## config.mk

```make
export PLATFORM = sky130hd
export DESIGN_NAME = alu_logic_sequencer
export DESIGN_NICKNAME = d
export VERILOG_FILES = /design/src/rtl/alu_pkg.sv /design/src/rtl/alu_logic_sequencer.sv
export SDC_FILE = /design/constraint.sdc
export NUM_CORES = 1
export LEC_CHECK = 0
export BUFFER_PORTS_ARGS = -buffer_cell sky130_fd_sc_hd__buf_4
export CORE_UTILIZATION = 50
export DETAILED_ROUTE_END_ITERATION = 10
export HOLD_SLACK_MARGIN = 0.03
export PLACE_DENSITY = 0.83
export SYNTH_ARGS = -nofsm -noshare
export SYNTH_HDL_FRONTEND = slang
export SYNTH_SLANG_ARGS = --single-unit
```

## constraint.sdc

```tcl
create_clock -name clk -period 3.2 [get_ports clk]
set_input_delay 0 -clock clk [delete_from_list [all_inputs] [get_ports clk]]
set_output_delay 0 -clock clk [all_outputs]
set_load 0.01 [all_outputs]
```

## src/rtl/alu_pkg.sv

```systemverilog
// Shared opcode and sequencer state types for the ALU logic path.
package alu_pkg;

    localparam int unsigned DATA_W_DEF = 8;
    localparam int unsigned RES_W_DEF  = 16;
    localparam int unsigned CNT_W_DEF  = 8;

    typedef enum logic [1:0] {
        OP_AND = 2'b00,
        OP_OR  = 2'b01,
        OP_NOT = 2'b10,
        OP_XOR = 2'b11
    } op_e;

    typedef enum logic [1:0] {
        IDLE,
        EXEC,
        RESP
    } seq_state_e;

endpackage

```

## src/rtl/alu_logic_sequencer.sv

```systemverilog
// Registers operand transactions, feeds logic_unit, captures its result and
// presents it on a valid/ready output with a completed-operation counter.
module alu_logic_sequencer
    import alu_pkg::*;
#(
    parameter int unsigned DATA_W = DATA_W_DEF,
    parameter int unsigned RES_W  = RES_W_DEF,
    parameter int unsigned CNT_W  = CNT_W_DEF
) (
    input  logic              clk,
    input  logic              rst_n,
    input  logic              clr,
    input  logic              in_valid,
    output logic              in_ready,
    input  logic [DATA_W-1:0] in_x,
    input  logic [DATA_W-1:0] in_y,
    input  logic [1:0]        in_op,
    output logic [DATA_W-1:0] lu_x,
    output logic [DATA_W-1:0] lu_y,
    output logic [1:0]        lu_s,
    input  logic [RES_W-1:0]  lu_z,
    output logic              out_valid,
    input  logic              out_ready,
    output logic [RES_W-1:0]  out_z,
    output logic              out_zero,
    output logic [1:0]        out_op,
    output logic [CNT_W-1:0]  op_count
);

    seq_state_e state;
    // Holds in_ready low while in reset and until the first edge after release.
    logic       armed;

    assign out_valid = (state == RESP);
    assign in_ready  = armed && ((state == IDLE) || ((state == RESP) && out_ready));

    always_ff @(posedge clk or negedge rst_n) begin
        if (!rst_n) begin
            state    <= IDLE;
            armed    <= 1'b0;
            lu_x     <= '0;
            lu_y     <= '0;
            lu_s     <= '0;
            out_z    <= '0;
            out_zero <= 1'b1;
            out_op   <= '0;
            op_count <= '0;
        end else if (clr) begin
            state    <= IDLE;
            armed    <= 1'b1;
            lu_x     <= '0;
            lu_y     <= '0;
            lu_s     <= '0;
            out_z    <= '0;
            out_zero <= 1'b1;
            out_op   <= '0;
            op_count <= '0;
        end else begin
            armed <= 1'b1;
            case (state)
                IDLE: begin
                    if (in_valid && armed) begin
                        lu_x  <= in_x;
                        lu_y  <= in_y;
                        lu_s  <= in_op;
                        state <= EXEC;
                    end
                end
                EXEC: begin
                    out_z    <= lu_z;
                    out_zero <= (lu_z == '0);
                    out_op   <= lu_s;
                    state    <= RESP;
                end
                RESP: begin
                    if (out_ready) begin
                        op_count <= op_count + 1'b1;
                        if (in_valid) begin
                            lu_x  <= in_x;
                            lu_y  <= in_y;
                            lu_s  <= in_op;
                            state <= EXEC;
                        end else begin
                            state <= IDLE;
                        end
                    end
                end
                default: state <= IDLE;
            endcase
        end
    end

endmodule

```

# --- Word-level counts from Yosys, hierarchy flattened ---
# Index checks and enable logic that the tools add are counted.
word_totals:
  word_cells: 57
  inputBits: 39
  reg_bits: 48
  output_inout_bits: 47
classes:
  mux: 29
  n_addsub: 1
  n_reduce_logical: 13
  eq_ne: 5
ops:
  columns: ["cell", "n"]
  rows:
  - ["2-to-1 mux 8 bit", 11]
  - ["2-to-1 mux 16 bit", 2]
  - ["one-hot mux 8 bit (2 select lines)", 2]
  - ["2-to-1 mux 2 bit", 9]
  - ["logical NOT 16 bit", 1]
  - ["adder 8 x 1 -> 8 bit (second input constant)", 1]
  - ["inequality test 3 x 2 -> 1 bit (second input constant)", 2]
  - ["one-hot mux 2 bit (3 select lines)", 1]
  - ["nonzero test 2 bit", 3]
  - ["one-hot mux 2 bit (2 select lines)", 1]
  - ["AND reduction 2 bit", 2]
  - ["AND reduction 4 bit", 1]
  - ["logical AND 1 bit", 3]
  - ["2-to-1 mux 1 bit", 3]
  - ["inequality test 3 bit (second input constant)", 1]
  - ["nonzero test 3 bit", 1]
  - ["equality test 2 x 1 -> 1 bit (second input constant)", 1]
  - ["equality test 2 bit (second input constant)", 1]
  - ["logical NOT 2 bit", 1]
  - ["logical OR 1 bit", 1]

# --- Depth between registers and ports, before layout ---
# Gate-level depths: netlist of run 1.
logic_depth:
  word_depth: 4
  ltp_mapped: 5
  ltp_nobuf: 4

# --- Least setup slack after synthesis of run 1 ---
# No wires, ideal clock.
synth_timing:
  path_kind: "flip-flop to flip-flop"
  from: "register state[1]"
  to: "register lu_s[0]"
  setup_time_ps: 121
  path_buffers: 2
  path_slack_ps: 1723
  synth_period_minus_slack_ps: 1477
  path_stages_with_launch: 6
  required_time_ps: 3079
  t_arrival_ps: 1356
  path_cell_list: "dfrtp_1 mux2_4 and4b_1 buf_6 buf_8 a22o_1"
synth_via:
  elab_chain_len: 3
  elab_cells_between_ends: 9
  cone_classes: "eq/ne (4); mux (2); reduce/logical (3)"
synth_rtl:
  columns: ["item", "line", "rtl"]
  rows:
  - ["start: declaration", "alu_logic_sequencer.sv:30", "seq_state_e state;"]
  - ["start signal: assignment", "alu_logic_sequencer.sv:39", "state <= IDLE;"]
  - ["start signal: assignment", "alu_logic_sequencer.sv:49", "state <= IDLE;"]
  - ["start signal: assignment", "alu_logic_sequencer.sv:66", "state <= EXEC;"]
  - ["equality test 2 bit / logical NOT 2 bit (equally long branches)", "alu_logic_sequencer.sv:60", "case (state)"]
  - ["inequality test 3 x 2 -> 1 bit (no source line), or another cell as far along", null, null]
  - ["AND reduction 4 bit (no source line) / 2-to-1 mux 2 bit (equally long branches)", null, null]
  - ["end signal: assignment", "alu_logic_sequencer.sv:65", "lu_s <= in_op;"]
  - ["end signal: assignment", "alu_logic_sequencer.sv:81", "lu_s <= in_op;"]
  - ["end: declaration", "alu_logic_sequencer.sv:20", "output logic [1:0] lu_s,"]
# Several ways; a longest one is shown, not always the timed one.
# A chain may end at the register's enable or synchronous reset.

# --- Worst setup path after layout of run 1 ---
layout_timing:
  from: "register state[1]"
  to: "register out_z[13]"
layout_via:
  elab_chain_len: 2
layout_rtl:
  columns: ["item", "line", "rtl"]
  rows:
  - ["equality test 2 x 1 -> 1 bit", "alu_logic_sequencer.sv:60", null]
  - ["nonzero test 2 bit (no source line)", null, null]
  - ["end signal: assignment", "alu_logic_sequencer.sv:70", "out_z <= lu_z;"]
  - ["end: declaration", "alu_logic_sequencer.sv:24", "output logic [RES_W-1:0] out_z,"]
# Every way passes these cells.

==> results_dict.tcl, run 1 <==
set metrics [dict create \
    run_status "finished, final reports clean" \
    fillCellCount 197 \
    vdd_ir_drop_max_mv 0.356 \
    die_area_mm2 0.00409 \
    grt_pass1_wl_mm 7.96 \
    hold_class "input port to async pin" \
    globalplace.congestion 0.759 \
    hold_viol_final 0 \
    ant_nets 0 \
    grt_antenna_before_repair 0 \
    tightestPinTransition_ns 1.23 \
    overflow 0 \
    worst_ep_required_time_ns 3.43 \
    ys_ff_latch 48 \
    synth_fp_nets 182 \
    number_of_h_tree_levels 2 \
    clk_transition_reported_paths_ns 0.08 \
    ioPinCount 86 \
    portBuffers 85 \
    dp_hpwl_mm 3.18 \
    synth_top_flop_cell "dfrtp_1" \
    post_layout_total_power_uw 1290 \
    crit_fanout 19 \
    cts_root_buf "clkbuf_8" \
    clock_tree.buffer_depth 2 \
    layout_common_cells "85 x buf_4, 47 x dfrtp_1, 37 x dlygate4sd3_1, 36 x a22o_1, 7 x clkbuf_8" \
    end_kind "register" \
    pwr_density_cell_mw_per_mm2 423 \
    timing.max_cap.violations 0 \
    dr.first_iter.drc_count 150 \
    antenna_cells 0 \
    detailed_place.area_mm2 0.00256 \
    synth_area_leaders "dfrtp_1 61%, a22o_1 16%, nor4_1 1.6%, dfstp_2 1.4%, a21oi_1 1.3%" \
    start_kind "register" \
    final.hold.worst_slack_ns 0.247 \
    layout_commonest_cell "buf_4" \
    finalInstanceArea_mm2 0.00306 \
    postSynthCellCount 142 \
    cp.arrival_ns 2.19 \
    synth_top_area_frac 0.613 \
    grt_pass1_vias 1650 \
    syn_to_final_growth_pct 59.4 \
    setup-violations-final 0 \
    post_synth.cell_area_avg_um2 13.5 \
    dieHeight_um 63.9 \
    synth_sequential_area_ratio 0.627 \
    floorplan.initialDensity 0.524 \
    fin_crit_sh 0.614 \
    yosys_warnings 0 \
    drt-wirelength-per-cell_um 16.1 \
    post_synthesis_instance_area_mm2 0.00192 \
    tritoncts_clock_tree "yes" \
    pin_count_of_the_biggest_net_entering_global_routing 49 \
    design.core.area_mm2 0.00366 \
    die_w_um 63.9 \
    post_synth_num_cell_types 35 \
    number_of_drc_violations_after_detailed_routing 0 \
    setup_total_negative_slack_ns 0 \
    post_route_cells_drive_above_1_share 0.374 \
    final.min_clock_period_ns 1.96 \
    timing.max_slew.rel_slack 0.177 \
    synth_area_leader_cell "dfrtp_1" \
    number_of_enable_type_register_cells_in_the_synthesized_netlist 0 \
    design.final.nets 304 \
    vias 1686 \
    final_max_slew_viol_count 0 \
    ys_async_sr_fraction 1.00 \
    cts_setup_buffers 0 \
    postCtsResizedCells 0 \
    via_per_inst 5.39 \
    fmaxAchievable_mhz 509 \
    tritoncts.num_buffers 5 \
    clock_insertion_delay_worst_skew_ns 0.29 \
    std_cell_rows 22 \
    timing.clock.skew_ns 0.00125 \
    worst-setup-path-type "register to register" \
    drt_pass1_iterations 5 \
    rsz_0062_raised_after_global_routing "false" \
    finalWirelength_mm 5.04 \
    power.static_leakage_uw 0.00154 \
    track_usage 0.260 \
    cts.sinks 48 \
]
[worst paths after layout]
| path | start | to | slack (ns) | cells past startpoint |
|---|---|---|---|---|
| min in group clk | in_valid | lu_s[1] | 0.29 | 3 |
| min reg2reg | out_zero | out_zero | 0.50 | 2 |
| max reg2reg | state[1] | out_z[13] | 1.24 | 3 |
| max in group asynchronous | rst_n | lu_y[3] | 2.56 | 2 |
| max | state[1] | out_z[13] | 1.24 | 3 |
| min | rst_n | out_z[1] | 0.25 | 2 |
[synth_stat cells (all sizes together) (2+ instances only)]
cell type / n
a21oi: 5
a22o: 36
buf: 6
dfrtp: 47
inv: 4
mux2: 2
nand2: 2
nand2b: 2
nand4: 2
nor2: 5
nor2b: 3
nor4: 5
o21ai: 2
o31ai: 2
or3: 2
or4: 2
[through the flow]
step | cells | utilization | setup slack (ns)
finish | 313 | 0.835 | 1.24
global route | 313 | 0.835 | 1.05
CTS | 313 | 0.835 | 1.25
detailed placement | 268 | 0.699 | 1.28
global placement | 268 | 0.699 | 1.37
floorplan | 142 | - | 1.72
[where the power goes]
part	internal [µW]	total, µW	switching (µW)
Clock	276	464	189
Sequential	628	643	14.6
Combinational	105	184	78.9
[critical path, stage by stage, from the launching register on]
cell	delay, ns
dfrtp_1	0.44
nand2b_1	0.18
nor2b_1	0.97
a22o_1	0.30
[per-layer routing]
layer	up-vias	share of wire	routed length [µm]	GRT usage
li1	782	-	-	-
met1	826	0.42	2120	0.341
met2	71	0.51	2570	0.431
met3	7	0.059	296	0.0679
met4	0	0.011	56	0.0653
met5	-	0	0	0
[kinds of logic (layout without fill, tap and decap cells)]
kind of cell,after synthesis,count (layout),synth area share
buffers and inverters,11,134,0.0372
multiplexers,3,3,0.0189
flip-flops,48,48,0.627
AND/OR/NAND/NOR,29,29,0.0939
other,1,1,0.00196
AO/OA/AOI/OAI,47,47,0.205
XOR/XNOR,2,2,0.00913
adder cells (fa/ha/maj),1,1,0.00652
[flip-flops by register name, summed over array words and instances, names as in the netlist]
name	cells
lu_s	2
out_z	16
out_zero	1
state	2
lu_y	8
lu_x	8
out_op	2
op_count	8
armed	1
[what timing repair did]
| action | 4_1_cts | 5_1_grt |
|---|---|---|
| endpoints found under the setup margin | 0 | 0 |
| hold endpoints to repair | 90 | 0 |
| hold buffers | 37 | 0 |
[cell type report]
type / instances / area (µm²) / share of cell area
sequential: 48 / 1200 / 0.393
timing repair buffer: 122 / 1010 / 0.330
multi-input combinational: 83 / 644 / 0.211
clock buffer: 7 / 96.3 / 0.0315
tap: 48 / 60.1 / 0.0196
clock inverter: 1 / 30.0 / 0.00982
inverter: 4 / 15.0 / 0.00491
(Power assumes the default switching activity.)
==> run 2: changes to the inputs <==
- ABC_AREA: unset -> 1
- CORE_UTILIZATION: 50 -> 47
- PLACE_DENSITY: 0.83 -> 0.78
- clock period: 3.2 -> 2.02 ns (I/O delays scaled with it)
==> results_dict.tcl, run 2 <==
set metrics [dict create \
    post-place-cells 364 \
    globalplace.congestion 0.768 \
    synth_compound_gate_area_share 0.0438 \
    tritoncts.num_buffers 5 \
    timing.max_slew.rel_slack 0.585 \
    antenna_cells 0 \
    overflow 0 \
    layout_commonest_cell "buf_4" \
    clock_insertion_delay_worst_skew_ns 0.29 \
    grt_pass1_vias 1973 \
    dr.first_iter.drc_count 164 \
    post-synth-top-count-cell "nand2_1" \
    post_synthesis_instance_area_mm2 0.00206 \
    syn_to_final_growth_pct 54.3 \
    ys_ff_latch 48 \
    pin_count_of_the_biggest_net_entering_global_routing 49 \
    design.final.nets 398 \
    floorplan.initialDensity 0.503 \
    portBuffers 85 \
    finalInstanceArea_mm2 0.00317 \
    rsz_0062_raised_after_global_routing "false" \
    ys_async_sr_fraction 1.00 \
    crit_fanout 19 \
    synth_fp_nets 276 \
    vdd_ir_drop_max_mv 0.477 \
    grt_antenna_before_repair 0 \
    ioPinCount 86 \
    postSynthCellCount 236 \
    fin_crit_sh 0.761 \
    tightestPinTransition_ns 0.621 \
    route.met3.wl_um 273 \
    power.static_leakage_uw 0.00174 \
    track_usage 0.274 \
    std_cell_rows 23 \
    cts.sinks 48 \
    reg2reg_slack_ns 0.48 \
    clk_transition_reported_paths_ns 0.08 \
    synth_top_family_by_area "simple AND/OR/NAND/NOR gates" \
    setup_total_negative_slack_ns 0 \
    synth_top_area_frac 0.572 \
    finalWirelength_mm 5.80 \
    clock_tree.buffer_depth 2 \
    timing.max_cap.violations 0 \
    design.core.area_mm2 0.00409 \
    fmaxAchievable_mhz 650 \
    synthAdderAreaFrac 0.00608 \
    number_of_drc_violations_after_detailed_routing 0 \
    detailroute.wirelength.met2_mm 3.08 \
    dieHeight_um 68.2 \
    worst-setup-path-type "register to register" \
    final_cells 409 \
    top_layer_used "met4" \
    timing.clock.skew_ns 0.00480 \
    run_status "finished, final reports clean" \
    synth.area.mux_share 0 \
    worst_ep_required_time_ns 2.25 \
    number_of_enable_type_register_cells_in_the_synthesized_netlist 0 \
    cp.arrival_ns 1.77 \
    final.hold.worst_slack_ns 0.275 \
    final_max_slew_viol_count 0 \
    max_ffs_per_register 16 \
    post_synth_num_cell_types 21 \
    start_kind "register" \
    synth_xor_area_frac 0.00426 \
    drt-wirelength-per-cell_um 14.2 \
    synth_simple_gate_area_share 0.311 \
    dp_hpwl_mm 3.45 \
    postCtsResizedCells 0 \
    hold_class "input port to async pin" \
    wl_met1_mm 2.27 \
    number_of_h_tree_levels 2 \
    hold_viol_final 0 \
    yosys_warnings 0 \
    synth_top_flop_cell "dfrtp_1" \
    synth_area_leader_cell "dfrtp_1" \
    post_synth.cell_area_avg_um2 8.72 \
    synth_sequential_area_ratio 0.585 \
    synth_area_leaders "dfrtp_1 57%, nand2_1 13%, nand3_1 12%, nor2_1 3.3%, o21ai_0 2.4%" \
    die_w_um 68.2 \
    max_flop_register "out_z" \
    grt_pass1_wl_mm 9.20 \
    cts_root_buf "clkbuf_8" \
    detailed_place.area_mm2 0.00272 \
    tritoncts_clock_tree "yes" \
    synth_common_cells "73 x nand2_1, 51 x nand3_1, 47 x dfrtp_1, 18 x nor2_1, 12 x inv_1" \
    die_area_mm2 0.00465 \
    post_route_cells_drive_above_1_share 0.273 \
    pwr_density_cell_mw_per_mm2 683 \
    layout_common_cells "86 x buf_4, 73 x nand2_1, 51 x nand3_1, 47 x dfrtp_1, 37 x dlygate4sd3_1" \
    end_kind "register" \
    via_per_inst 5.01 \
    ant_nets 0 \
    vias 2049 \
    setup-violations-final 0 \
    final.min_clock_period_ns 1.54 \
    post-place-ws_ns 0.535 \
    post-route-worst-setup-slack_ns 0.482 \
    drt_pass1_iterations 5 \
]
[run 2: cell types whose count changed in the layout (fill, tap and decap cells not counted), moves of 3 or more]
cell	change
inv_1	+8
o21ai_0	+8
nand3_1	+50
inv_2	+3
clkbuf_1	+3
a22o_1	-36
nor2b_1	-3
nor2_1	+14
nand2_1	+71
nor4_1	-5
[run 2: path summary, 6_finish.rpt]
check                                    to  startpoint  cells after the start
max in group asynchronous       op_count[0]       rst_n                      2
min in group clk                   state[0]    in_valid                      5
worst min-delay path                lu_x[4]       rst_n                      2
worst max register to register      lu_y[5]    state[1]                      7
worst min register to register     out_zero    out_zero                      2
worst max-delay path                lu_y[5]    state[1]                      7
[run 2: kinds of logic after synthesis]
kind of cell	after synthesis
AO/OA/AOI/OAI	17
buffers and inverters	23
AND/OR/NAND/NOR	145
other	1
XOR/XNOR	1
flip-flops	48
adder cells (fa/ha/maj)	1
[run 2: cell type report]
class | instances | area (µm²)
multi-input combinational | 165 | 756
sequential | 48 | 1200
clock buffer | 8 | 80.1
timing repair buffer | 123 | 1020
inverter | 15 | 56.3
tap | 50 | 62.6
fill | 291 | 913
[run 2: metal layers]
metal	GRT usage	vias up
met5	0	-
met4	0.151	0
met3	0.0583	14
met2	0.449	69
met1	0.336	962
li1	-	1004
[run 2: critical path, stage by stage (launching register included)]
cell and delay (ns):
dfrtp_1 0.39, inv_2 0.10, nor2_1 0.05, nor2_1 0.16, nand3_4 0.26, nor2_8 0.31, nand2_1 0.11, nand2_1 0.09
[run 2: what timing repair did]
action,CTS,global route
setup buffers,0,0
hold endpoints to repair,85,0
hold buffers,37,0
[run 2: power breakdown]
part           leakage (µW)  internal (µW)  total [µW]  switching (µW)
registers          0.000651           1050        1100            56.7
clock network     0.0000395            246         542             295
logic               0.00105            251         522             272
total               0.00174           1540        2170             624
[run 2: metrics by stage]
stage,utilization,total power [µW]
global placement,0.666,1570
finish,0.776,2170
floorplan,-,1330
detailed placement,0.666,1580
CTS,0.776,2170
global route,0.776,2270
